$ cat src/rtl/control_sequencer.sv
// control_sequencer: Moore micro-sequencer (fetch T0-T2, execute T3-T7, HALT, FAULT) with registered control outputs.
// Build option MEM_WAIT_EN: memory states stretch until mem_rdy, faulting after WAIT_LIMIT idle cycles.
module control_sequencer #(
  parameter int WAIT_LIMIT = 8
) (
  input  logic        clk,
  input  logic        clr,
  input  logic [31:0] ir,
  input  logic        mem_rdy,
  output logic        PCout,
  output logic        MDRout,
  output logic        ZLowOut,
  output logic        ZHighOut,
  output logic        HIout,
  output logic        LOout,
  output logic        Cout,
  output logic        InPortOut,
  output logic        PCin,
  output logic        incPC,
  output logic        MARin,
  output logic        MDRin,
  output logic        IRin,
  output logic        Yin,
  output logic        Zin,
  output logic        HIin,
  output logic        LOin,
  output logic        Gra,
  output logic        Grb,
  output logic        Grc,
  output logic        Rin,
  output logic        Rout,
  output logic        BAout,
  output logic        read,
  output logic        write,
  output logic [4:0]  opcode,
  output logic        run,
  output logic        fault,
  output logic [3:0]  dbg_state
);

  typedef enum logic [3:0] {
    S_T0, S_T1, S_T2, S_T3, S_T4, S_T5, S_T6, S_T7, S_HALT, S_FAULT
  } state_e;

  typedef enum logic [3:0] {
    C_LD, C_LDI, C_ST, C_ALU, C_IMM, C_MULDIV, C_UN, C_MFHI, C_MFLO, C_NOP, C_HALT, C_ILL
  } cls_e;

  typedef struct packed {
    logic       pc_out, mdr_out, zlow_out, zhigh_out, hi_out, lo_out, c_out, inport_out;
    logic       pc_in, inc_pc, mar_in, mdr_in, ir_in, y_in, z_in, hi_in, lo_in;
    logic       gra, grb, grc, r_in, r_out, ba_out;
    logic       read, write;
    logic [4:0] opcode;
    logic       run, fault;
  } ctrl_t;

  localparam logic [4:0] OpAdd = 5'b00011;

`ifdef MEM_WAIT_EN
  localparam bit WaitEn = 1'b1;
`else
  localparam bit WaitEn = 1'b0;
`endif

  localparam int              CntW    = (WAIT_LIMIT > 1) ? $clog2(WAIT_LIMIT) : 1;
  localparam logic [CntW-1:0] CntLast = CntW'(WAIT_LIMIT - 1);

  function automatic cls_e classify(input logic [4:0] op);
    cls_e c;
    c = C_ILL;
    if (op == 5'd0)                      c = C_LD;
    else if (op == 5'd1)                 c = C_LDI;
    else if (op == 5'd2)                 c = C_ST;
    else if (op >= 5'd3 && op <= 5'd11)  c = C_ALU;
    else if (op >= 5'd12 && op <= 5'd14) c = C_IMM;
    else if (op == 5'd15 || op == 5'd16) c = C_MULDIV;
    else if (op == 5'd17 || op == 5'd18) c = C_UN;
    else if (op == 5'd24)                c = C_MFHI;
    else if (op == 5'd25)                c = C_MFLO;
    else if (op == 5'd26)                c = C_NOP;
    else if (op == 5'd27)                c = C_HALT;
    return c;
  endfunction

  // Control word presented while in state s for an instruction of class c.
  function automatic ctrl_t decode(input state_e s, input cls_e c, input logic [4:0] op);
    ctrl_t o;
    o        = '0;
    o.opcode = OpAdd;
    o.run    = 1'b1;
    case (s)
      S_T0: begin o.pc_out = 1'b1; o.mar_in = 1'b1; o.inc_pc = 1'b1; o.z_in = 1'b1; end
      S_T1: begin o.zlow_out = 1'b1; o.pc_in = 1'b1; o.read = 1'b1; o.mdr_in = 1'b1; end
      S_T2: begin o.mdr_out = 1'b1; o.ir_in = 1'b1; end
      S_T3: case (c)
        C_ALU, C_MULDIV:   begin o.grb = 1'b1; o.r_out = 1'b1; o.y_in = 1'b1; end
        C_UN:              begin o.grb = 1'b1; o.r_out = 1'b1; o.z_in = 1'b1; o.opcode = op; end
        C_IMM, C_LDI, C_LD, C_ST: begin o.grb = 1'b1; o.ba_out = 1'b1; o.y_in = 1'b1; end
        C_MFHI:            begin o.hi_out = 1'b1; o.gra = 1'b1; o.r_in = 1'b1; end
        C_MFLO:            begin o.lo_out = 1'b1; o.gra = 1'b1; o.r_in = 1'b1; end
        default: ;
      endcase
      S_T4: case (c)
        C_ALU, C_MULDIV:   begin o.grc = 1'b1; o.r_out = 1'b1; o.z_in = 1'b1; o.opcode = op; end
        C_UN:              begin o.zlow_out = 1'b1; o.gra = 1'b1; o.r_in = 1'b1; end
        C_IMM:             begin o.c_out = 1'b1; o.z_in = 1'b1; o.opcode = op; end
        C_LDI, C_LD, C_ST: begin o.c_out = 1'b1; o.z_in = 1'b1; end
        default: ;
      endcase
      S_T5: case (c)
        C_ALU, C_IMM, C_LDI: begin o.zlow_out = 1'b1; o.gra = 1'b1; o.r_in = 1'b1; end
        C_MULDIV:            begin o.zlow_out = 1'b1; o.lo_in = 1'b1; end
        C_LD, C_ST:          begin o.zlow_out = 1'b1; o.mar_in = 1'b1; end
        default: ;
      endcase
      S_T6: case (c)
        C_MULDIV: begin o.zhigh_out = 1'b1; o.hi_in = 1'b1; end
        C_LD:     begin o.read = 1'b1; o.mdr_in = 1'b1; end
        C_ST:     begin o.gra = 1'b1; o.r_out = 1'b1; o.mdr_in = 1'b1; end
        default: ;
      endcase
      S_T7: case (c)
        C_LD:    begin o.mdr_out = 1'b1; o.gra = 1'b1; o.r_in = 1'b1; end
        C_ST:    o.write = 1'b1;
        default: ;
      endcase
      S_HALT:  o.run = 1'b0;
      S_FAULT: begin o.run = 1'b0; o.fault = 1'b1; end
      default: ;
    endcase
    return o;
  endfunction

  state_e          state_q, state_d;
  cls_e            cls_q, cls_d;
  logic [4:0]      op_q, op_d;
  logic [CntW-1:0] wait_cnt_q, wait_cnt_d;
  logic            primed_q;
  logic            mem_state;
  ctrl_t           ctrl_q, ctrl_d;
  logic            unused_ir;

  assign unused_ir = ^ir[26:0];

  // Memory handshake: a memory state keeps its strobe (valid) asserted until a
  // cycle with mem_rdy=1 (ready); that cycle is the last one of the state.
  always_comb begin
    state_d    = state_q;
    cls_d      = cls_q;
    op_d       = op_q;
    wait_cnt_d = '0;
    mem_state  = (state_q == S_T1) ||
                 (state_q == S_T6 && cls_q == C_LD) ||
                 (state_q == S_T7 && cls_q == C_ST);
    if (!primed_q) begin
      state_d = S_T0;
    end else begin
      case (state_q)
        S_T0: state_d = S_T1;
        S_T1: state_d = S_T2;
        S_T2: state_d = S_T3;
        S_T3: case (cls_q)
          C_ILL:                 state_d = S_FAULT;
          C_HALT:                state_d = S_HALT;
          C_MFHI, C_MFLO, C_NOP: state_d = S_T0;
          default:               state_d = S_T4;
        endcase
        S_T4:    state_d = (cls_q == C_UN) ? S_T0 : S_T5;
        S_T5:    state_d = (cls_q inside {C_LD, C_ST, C_MULDIV}) ? S_T6 : S_T0;
        S_T6:    state_d = (cls_q == C_MULDIV) ? S_T0 : S_T7;
        S_T7:    state_d = S_T0;
        default: state_d = state_q;
      endcase
      if (WaitEn && mem_state && !mem_rdy) begin
        if (wait_cnt_q == CntLast) begin
          state_d = S_FAULT;
        end else begin
          state_d    = state_q;
          wait_cnt_d = wait_cnt_q + 1'b1;
        end
      end
    end
    if (state_d == S_T3) begin
      cls_d = classify(ir[31:27]);
      op_d  = ir[31:27];
    end
    ctrl_d = decode(state_d, cls_d, op_d);
  end

  always_ff @(posedge clk) begin
    if (clr) begin
      state_q       <= S_T0;
      cls_q         <= C_NOP;
      op_q          <= OpAdd;
      wait_cnt_q    <= '0;
      primed_q      <= 1'b0;
      ctrl_q        <= '0;
      ctrl_q.opcode <= OpAdd;
      ctrl_q.run    <= 1'b1;
    end else begin
      state_q    <= state_d;
      cls_q      <= cls_d;
      op_q       <= op_d;
      wait_cnt_q <= wait_cnt_d;
      primed_q   <= 1'b1;
      ctrl_q     <= ctrl_d;
    end
  end

  assign PCout     = ctrl_q.pc_out;
  assign MDRout    = ctrl_q.mdr_out;
  assign ZLowOut   = ctrl_q.zlow_out;
  assign ZHighOut  = ctrl_q.zhigh_out;
  assign HIout     = ctrl_q.hi_out;
  assign LOout     = ctrl_q.lo_out;
  assign Cout      = ctrl_q.c_out;
  assign InPortOut = ctrl_q.inport_out;
  assign PCin      = ctrl_q.pc_in;
  assign incPC     = ctrl_q.inc_pc;
  assign MARin     = ctrl_q.mar_in;
  assign MDRin     = ctrl_q.mdr_in;
  assign IRin      = ctrl_q.ir_in;
  assign Yin       = ctrl_q.y_in;
  assign Zin       = ctrl_q.z_in;
  assign HIin      = ctrl_q.hi_in;
  assign LOin      = ctrl_q.lo_in;
  assign Gra       = ctrl_q.gra;
  assign Grb       = ctrl_q.grb;
  assign Grc       = ctrl_q.grc;
  assign Rin       = ctrl_q.r_in;
  assign Rout      = ctrl_q.r_out;
  assign BAout     = ctrl_q.ba_out;
  assign read      = ctrl_q.read;
  assign write     = ctrl_q.write;
  assign opcode    = ctrl_q.opcode;
  assign run       = ctrl_q.run;
  assign fault     = ctrl_q.fault;
  assign dbg_state = state_q;

endmodule

$ cat config.mk
export PLATFORM = sky130hd
export DESIGN_NAME = control_sequencer
export DESIGN_NICKNAME = d
export VERILOG_FILES = /design/src/rtl/control_sequencer.sv
export SDC_FILE = /design/constraint.sdc
export NUM_CORES = 1
export LEC_CHECK = 0
export CAP_MARGIN = 10
export CELL_PAD_IN_SITES_DETAIL_PLACEMENT = 1
export CELL_PAD_IN_SITES_GLOBAL_PLACEMENT = 2
export CORE_AREA = 2 2 69 136
export DETAILED_ROUTE_END_ITERATION = 12
export DIE_AREA = 0 0 71 138
export PLACE_DENSITY = 0.8
export SYNTH_ARGS = -nofsm -noshare
export SYNTH_HDL_FRONTEND = slang
export SYNTH_SLANG_ARGS = --single-unit
$ cat constraint.sdc
create_clock -name clk -period 2.7 [get_ports clk]
set_clock_uncertainty 0.05 [all_clocks]
set_input_delay 0.27 -clock clk [delete_from_list [all_inputs] [get_ports clk]]
set_output_delay 0.27 -clock clk [all_outputs]
set_load 0.01 [all_outputs]
==> metrics, run 1 <==
endpoint type of the worst setup path=register; Die ar.=9800 um2; clk buf depth=2; maxcap violations=0; hold crit path type=reg -> reg; grt ovf=0; die width=71 um; Port-buffer cells=41; Worst-Margin Slew=0.504 ns; WP buf/inv=2; LEAKAGE=1.18 nW; Antenna diodes=0; Post-Syn Area=2320 um2; Sequential Area=862 um2; Layout Cells excl Fill=443; CTS clock-pin slew for the worst setup and hold paths=0.07 ns; register area share after synthesis=37.2%; startpoint types=register; Layout Area Growth over Synthesis=36.8%; initial antenna violation count=0; Yosys cell types=66; synthesized net count=310; fin crit share=93.0%; outcome=finished, final reports clean; Fmax=398 MHz; peak supply drop=0.000328 V; DR vias/cell=5.04; relative slew slack=66.1%; worst setup margin=0.189 ns; Total GRT Usage=16.3%; Root Buffer=clkbuf_16; Power Dens Cells=502 nW/um2; dpl ws=-0.00494 ns; arrival time at the worst endpoint=2.69 ns; number of flops mapped to enable cells by yosys=0; DP Cell Count=433; layout cells sized above 1=20.2%; Setup violations, final=0; final wirelength=7.63 mm; CTS tree=built; max-slew violations=0; wire per inst=17.2 um; multi-input logic area=1290 um2; fin crit period=2.51 ns; Core ar.=8890 um2; row count=49; first-pass GRT wire length=12.5 mm; crit-path max FO=7; Syn. warnings=0; Req. time, crit path=2.88 ns; CP max stage cell=or4_4; top cell family by delay on the critical path=simple AND/OR/NAND/NOR gates; Routed Antenna Nets=0; Mapped Cells=275; clock sink count=43; CTS Hold Bufs=0; Num CTS Buffers=5; Fin. Hold Viols=0; Detailed Route Iter0 Violations=90; critical path's most frequent cell=buf_4; Initial Util=26.1%; main flop type after synthesis=dfxtp_1; die height=138 um; crit path kind=reg -> reg; Skew-Pair Late Insertion Delay=0.29 ns; worst-path cell chain=nor2b_1 > a2111oi_1 > buf_4 > o311ai_4 > nor2b_2 > buf_4 > a21o_1 > or4_4 > o21bai_1; RSZ-0062 raised after global routing=false; 1st-pass router iterations=4; Largest stage delay, worst path=0.47 ns; vias post-DR=2231; Layout Nets=375; pin count of the biggest net entering global routing=15; vias in the first global route=2462; # fillers=1052; ys async rst share=0%; H-tree levels=2; synthesized area per cell=8.42 um2; Final GP Congestion=0.867; DRC=0; top-level port count=71; hold_ws=0.411 ns; hpwl dp=6.29 mm; Yosys reg bits=43
metrics by stage:
| step | util (%) | TNS (ns) | total power [mW] | cell area (um2) |
|---|---|---|---|---|
| 6_report | 35.6 | 0 | 1.59 | 3170 |
| 3_5_place_dp | 33.4 | -0.00494 | 0.909 | 2970 |
| 4_1_cts | 35.3 | 0 | 1.60 | 3140 |
| 2_1_floorplan | - | 0 | 0.812 | 2320 |
| 3_3_place_gp | 33.4 | 0 | 0.903 | 2970 |
| 5_1_grt | 35.6 | 0 | 1.66 | 3170 |
what timing repair did:
item / CTS / global route
hold endpoints to repair: 0 / 0
buffers inserted: 0 / 2
setup endpoints to repair: 0 / 23
gates resized for setup: 0 / 5
path summary, 6_finish.rpt:
kind | endpoint | from | slack [ns] | cells past startpoint
worst max-delay path | MDRout | cls_q[0] | 0.19 | 9
worst min-delay path | op_q[4] | op_q[4] | 0.41 | 2
worst max register to register | MDRout | cls_q[0] | 0.19 | 9
worst min register to register | op_q[4] | op_q[4] | 0.41 | 2
placed cells by master (no fill, tap or decap), drive strengths merged, types with 3 or more instances in the layout:
cell type / n
dfxtp: 43
clkdlybuf4s50: 41
buf: 38
nand2: 32
nor2: 30
a21oi: 15
o21ai: 12
inv: 7
nand2b: 7
nand3: 7
nor3: 7
nor2b: 7
and2: 7
and3: 6
o22ai: 5
clkbuf: 5
o211ai: 5
mux2i: 4
and2b: 4
o311ai: 4
nand3b: 3
nor3b: 3
a31oi: 3
a21o: 3
or3: 3
mux2: 3
synth_stat cells (2+ instances only):
cell type  count  share of area [%]
a21o_1         3               0.97
a21oi_1       15                3.2
a221o_1        2               0.86
a31oi_1        3               0.81
and2_1         6                1.6
and2b_2        3                1.1
and3_1         3               0.81
and3_2         2               0.65
buf_4          7                2.3
buf_6          5                2.4
clkbuf_1       6               0.97
dfxtp_1       43                 37
inv_1          7                1.1
maj3_1         2               0.86
mux2_2         3                1.5
mux2i_1        4                1.7
nand2_1       32                5.2
nand2b_1       7                1.9
nand3_1        7                1.5
nand3b_1       3               0.97
nor2_1        29                4.7
nor2b_1        7                1.9
nor3_1         7                1.5
nor3b_1        3               0.97
o211ai_1       4                1.3
o21a_1         2               0.65
o21ai_0       12                2.6
o22ai_1        5                1.4
o311ai_4       2                2.3
o32ai_1        2               0.76
or3_1          3               0.81
xnor2_1        2               0.76
final cells by class:
type	count	area share [%]
Clock buffer	5	3.95
Multi-Input combinational cell	204	40.6
Timing Repair Buffer	79	22.0
Inverter	7	0.829
Sequential cell	43	27.2
Clock inverter	3	1.38
Tap cell	102	4.03
tightest hold or removal path: cells and delay by family, from the launching register on:
kind            cells  cell delay [ns]
simple gates        1             0.05
compound gates      1             0.05
flops               1             0.31
report_power, final:
| part | internal, mW | switching, mW |
|---|---|---|
| Clock | 0.436 | 0.257 |
| Sequential | 0.653 | 0.0162 |
| Combinational | 0.108 | 0.121 |
| Total | 1.20 | 0.394 |
layer usage:
layer	vias up	routed length (um)	global-route usage, %
met2	34	4580	33.1
met5	-	0	0
met3	13	110	1.38
met4	0	327	9.14
li1	1099	-	-
met1	1085	2610	14.8
flip-flops by register name (all words and copies together), names as in the netlist, 4 cells and up:
name,cells
dbg_state,4
opcode,5
cls_q,4
op_q,5
logic make-up (layout without fill, tap and decap cells):
logic type	Yosys count	in the layout	synth area share, %
fa+ha+maj	2	2	0.864
other cells	1	1	0.162
flops	43	43	37.2
buf+inv	28	94	7.83
compound gates	66	66	20.9
xor+xnor	2	2	0.756
mux	7	7	3.19
simple gates	126	126	29.2
Power figures use the tool's default switching activity.
==> run 2: changes to the inputs <==
Settings changed: CAP_MARGIN 10 to 20, SKIP_CTS_REPAIR_TIMING from default to 1.
==> results of run 2 <==
Same layout as run 1: the final DEF is identical, and so are final timing and power.
==> run 3: changes to the inputs <==
Settings changed: CORE_AREA 2 2 69 136 to 2 2 67 132, DIE_AREA 0 0 71 138 to 0 0 69 134, PLACE_DENSITY 0.8 to 0.84.
Clock period 2.7 ns to 3.13 ns, I/O delays scaled along.
==> run 3 against run 2 <==
Clock power shrank 26%. Maximum frequency shrank 7.5%. Routed wire length shrank 5.8%. Power shrank 20%. Global-route usage shrank 0.061 points. Final cell count shrank 5.6%. Cell area shrank 6.5%. Die area shrank 5.6%. First-iteration DRC count shrank 33%. Largest power group is now sequential cells. Highest routed layer unchanged.
==> metrics, run 3 (synthesis results as in run 1) <==
hold crit path type=reg -> reg (unchanged); Antenna diodes=0 (unchanged); Core ar.=8230 um2 (was 8890 um2); die height=134 um (was 138 um); Final Instance Area=2960 um2 (was 3170 um2); Hold EP=op_q[4] (unchanged); Initial Util=28.1% (was 26.1%); CTS clock-pin slew for the worst setup and hold paths=0.07 ns (about the same); placed inst area=2820 um2 (was 2970 um2); TNS Setup=0 ns (unchanged); fin crit period=2.71 ns (was 2.51 ns); outcome=finished, final reports clean (unchanged); Port-buffer cells=41 (unchanged); Largest stage delay, worst path=0.48 ns (was 0.47 ns); crit-path max FO=15 (was 7); Worst R2R Path Depth=8 (was 9); Routed Antenna Nets=0 (unchanged); H-tree levels=2 (unchanged); Detailed Route Iter0 Violations=60 (was 90); DRC=0 (unchanged); commonest non-fill, non-tap cell in the layout=dfxtp_1 (unchanged); Die ar.=9250 um2 (was 9800 um2); critical path's most frequent cell=nor2b_1 (was buf_4); crit path kind=reg -> reg (unchanged); relative slew slack=60.4% (was 66.1%); peak supply drop=0.000258 V (was 0.000328 V); grt ovf=0 (unchanged); row count=47 (was 49); layout cells sized above 1=13.4% (was 20.2%); max-slew violations=0 (unchanged); Final GP Congestion=0.884 (was 0.867); Num CTS Buffers=5 (unchanged); Total GRT Usage=16.3% (about the same); hpwl dp=5.74 mm (was 6.29 mm); maxcap violations=0 (unchanged); commonest cells after routing, fill and taps aside=dfxtp_1, clkdlybuf4s50_1, nand2_1 (was dfxtp_1, clkdlybuf4s50_1, buf_4); vias post-DR=2167 (was 2231); first-pass GRT wire length=11.7 mm (was 12.5 mm); Layout Nets=354 (was 375); arrival time at the worst endpoint=2.89 ns (was 2.69 ns); final wirelength=7.19 mm (was 7.63 mm); initial antenna violation count=0 (unchanged); Fin. Hold Viols=0 (unchanged); Worst-Margin Slew=0.592 ns (was 0.504 ns); Layout Area Growth over Synthesis=27.9% (was 36.8%); Root Buffer=clkbuf_16 (unchanged); RSZ-0062 raised after global routing=false (unchanged); Critical R2R Launch=cls_q[3] (was cls_q[0]); Req. time, crit path=3.31 ns (was 2.88 ns); startpoint types=register (unchanged); 1st-pass router iterations=4 (unchanged); R2R Path End=MDRout (unchanged); fin crit share=86.7% (was 93.0%); r2r setup slk=0.42 ns (was 0.19 ns); CTS tree=built (unchanged); pin count of the biggest net entering global routing=16 (was 15); top-level port count=71 (unchanged); LEAKAGE=1.07 nW (was 1.18 nW); Power Dens Cells=429 nW/um2 (was 502 nW/um2); clk buf depth=2 (unchanged); worst-path cell chain=and4bb_2 > nor2b_1 > o311ai_4 > nor2b_1 > buf_4 > a21o_1 > or4_4 > o21bai_1 (was nor2b_1 > a2111oi_1 > buf_4 > o311ai_4 > nor2b_2 > buf_4 > a21o_1 > or4_4 > o21bai_1); Skew-Pair Late Insertion Delay=0.29 ns (about the same); CP max stage cell=or4_4 (unchanged); wire per inst=17.2 um (about the same); Pwr Total=1.27 mW (was 1.59 mW); hold_sp=op_q[4] (unchanged); vias in the first global route=2264 (was 2462); Setup violations, final=0 (unchanged); # fillers=1002 (was 1052); Fmax=369 MHz (was 398 MHz); DR vias/cell=5.18 (was 5.04); clock sink count=43 (unchanged); endpoint type of the worst setup path=register (unchanged); die width=69 um (was 71 um); Hold Crit Depth=2 (unchanged); top flop regs=op_q (5), opcode (5) (unchanged)
==> run 3: cell count changes in the layout (fill, tap and decap cells not counted), sizes merged <==
cell	delta
bufinv	-1
clkbuf	+1
buf	-21
clkinv	-1
clkinvlp	+1
==> run 3: layout make-up <==
class                           instances  area [um2]  share of cell area (%)
Clock buffer                            6         129                    4.35
Clock inverter                          2        12.5                   0.422
Inverter                                7        26.3                   0.887
Sequential cell                        43         861                    29.1
Tap cell                               98         123                    4.14
Multi-Input combinational cell        204        1270                    43.0
Timing Repair Buffer                   58         538                    18.2
==> run 3: stage by stage <==
step	setup WS (ns)	hold WS [ns]	utilization, %	instances
2_1_floorplan	0.755	0.387	-	275
3_3_place_gp	0.442	0.394	34.3	410
3_5_place_dp	0.442	0.406	34.3	410
4_1_cts	0.434	0.416	36.0	418
5_1_grt	0.257	0.420	36.0	418
6_report	0.417	0.417	36.0	418
==> run 3: power breakdown <==
part	total [mW]	switching, mW	internal [mW]
clock network	0.515	0.220	0.295
logic	0.178	0.0979	0.0804
registers	0.578	0.0149	0.563
total	1.27	0.333	0.938
==> run 3: how the worst max path moves through the flow <==
stage,startpoint,end,slack [ns],cells after the start
3_3_place_gp,cls_q[3],MDRout,0.44,8
3_5_place_dp,cls_q[3],MDRout,0.44,8
4_1_cts,cls_q[3],MDRout,0.43,8
6_report,cls_q[3],MDRout,0.42,8
2_1_floorplan,dbg_state[1],MDRout,0.76,9
5_1_grt,cls_q[3],HIout,0.26,7
==> run 3: per-layer routing <==
metal	vias to the layer above	wire (um)	track usage [%]
met3	21	129	1.80
met4	0	378	11.0
met5	-	0	0
met1	1043	2510	14.9
met2	46	4170	32.3
li1	1057	-	-
==> run 3: worst max-delay path: cells and delay by family, from the launching register on <==
kind,cells,cell delay (ns)
AO/OA/AOI/OAI,3,0.77
buffers and inverters,1,0.20
flip-flops,1,0.47
AND/OR/NAND/NOR,4,1.17
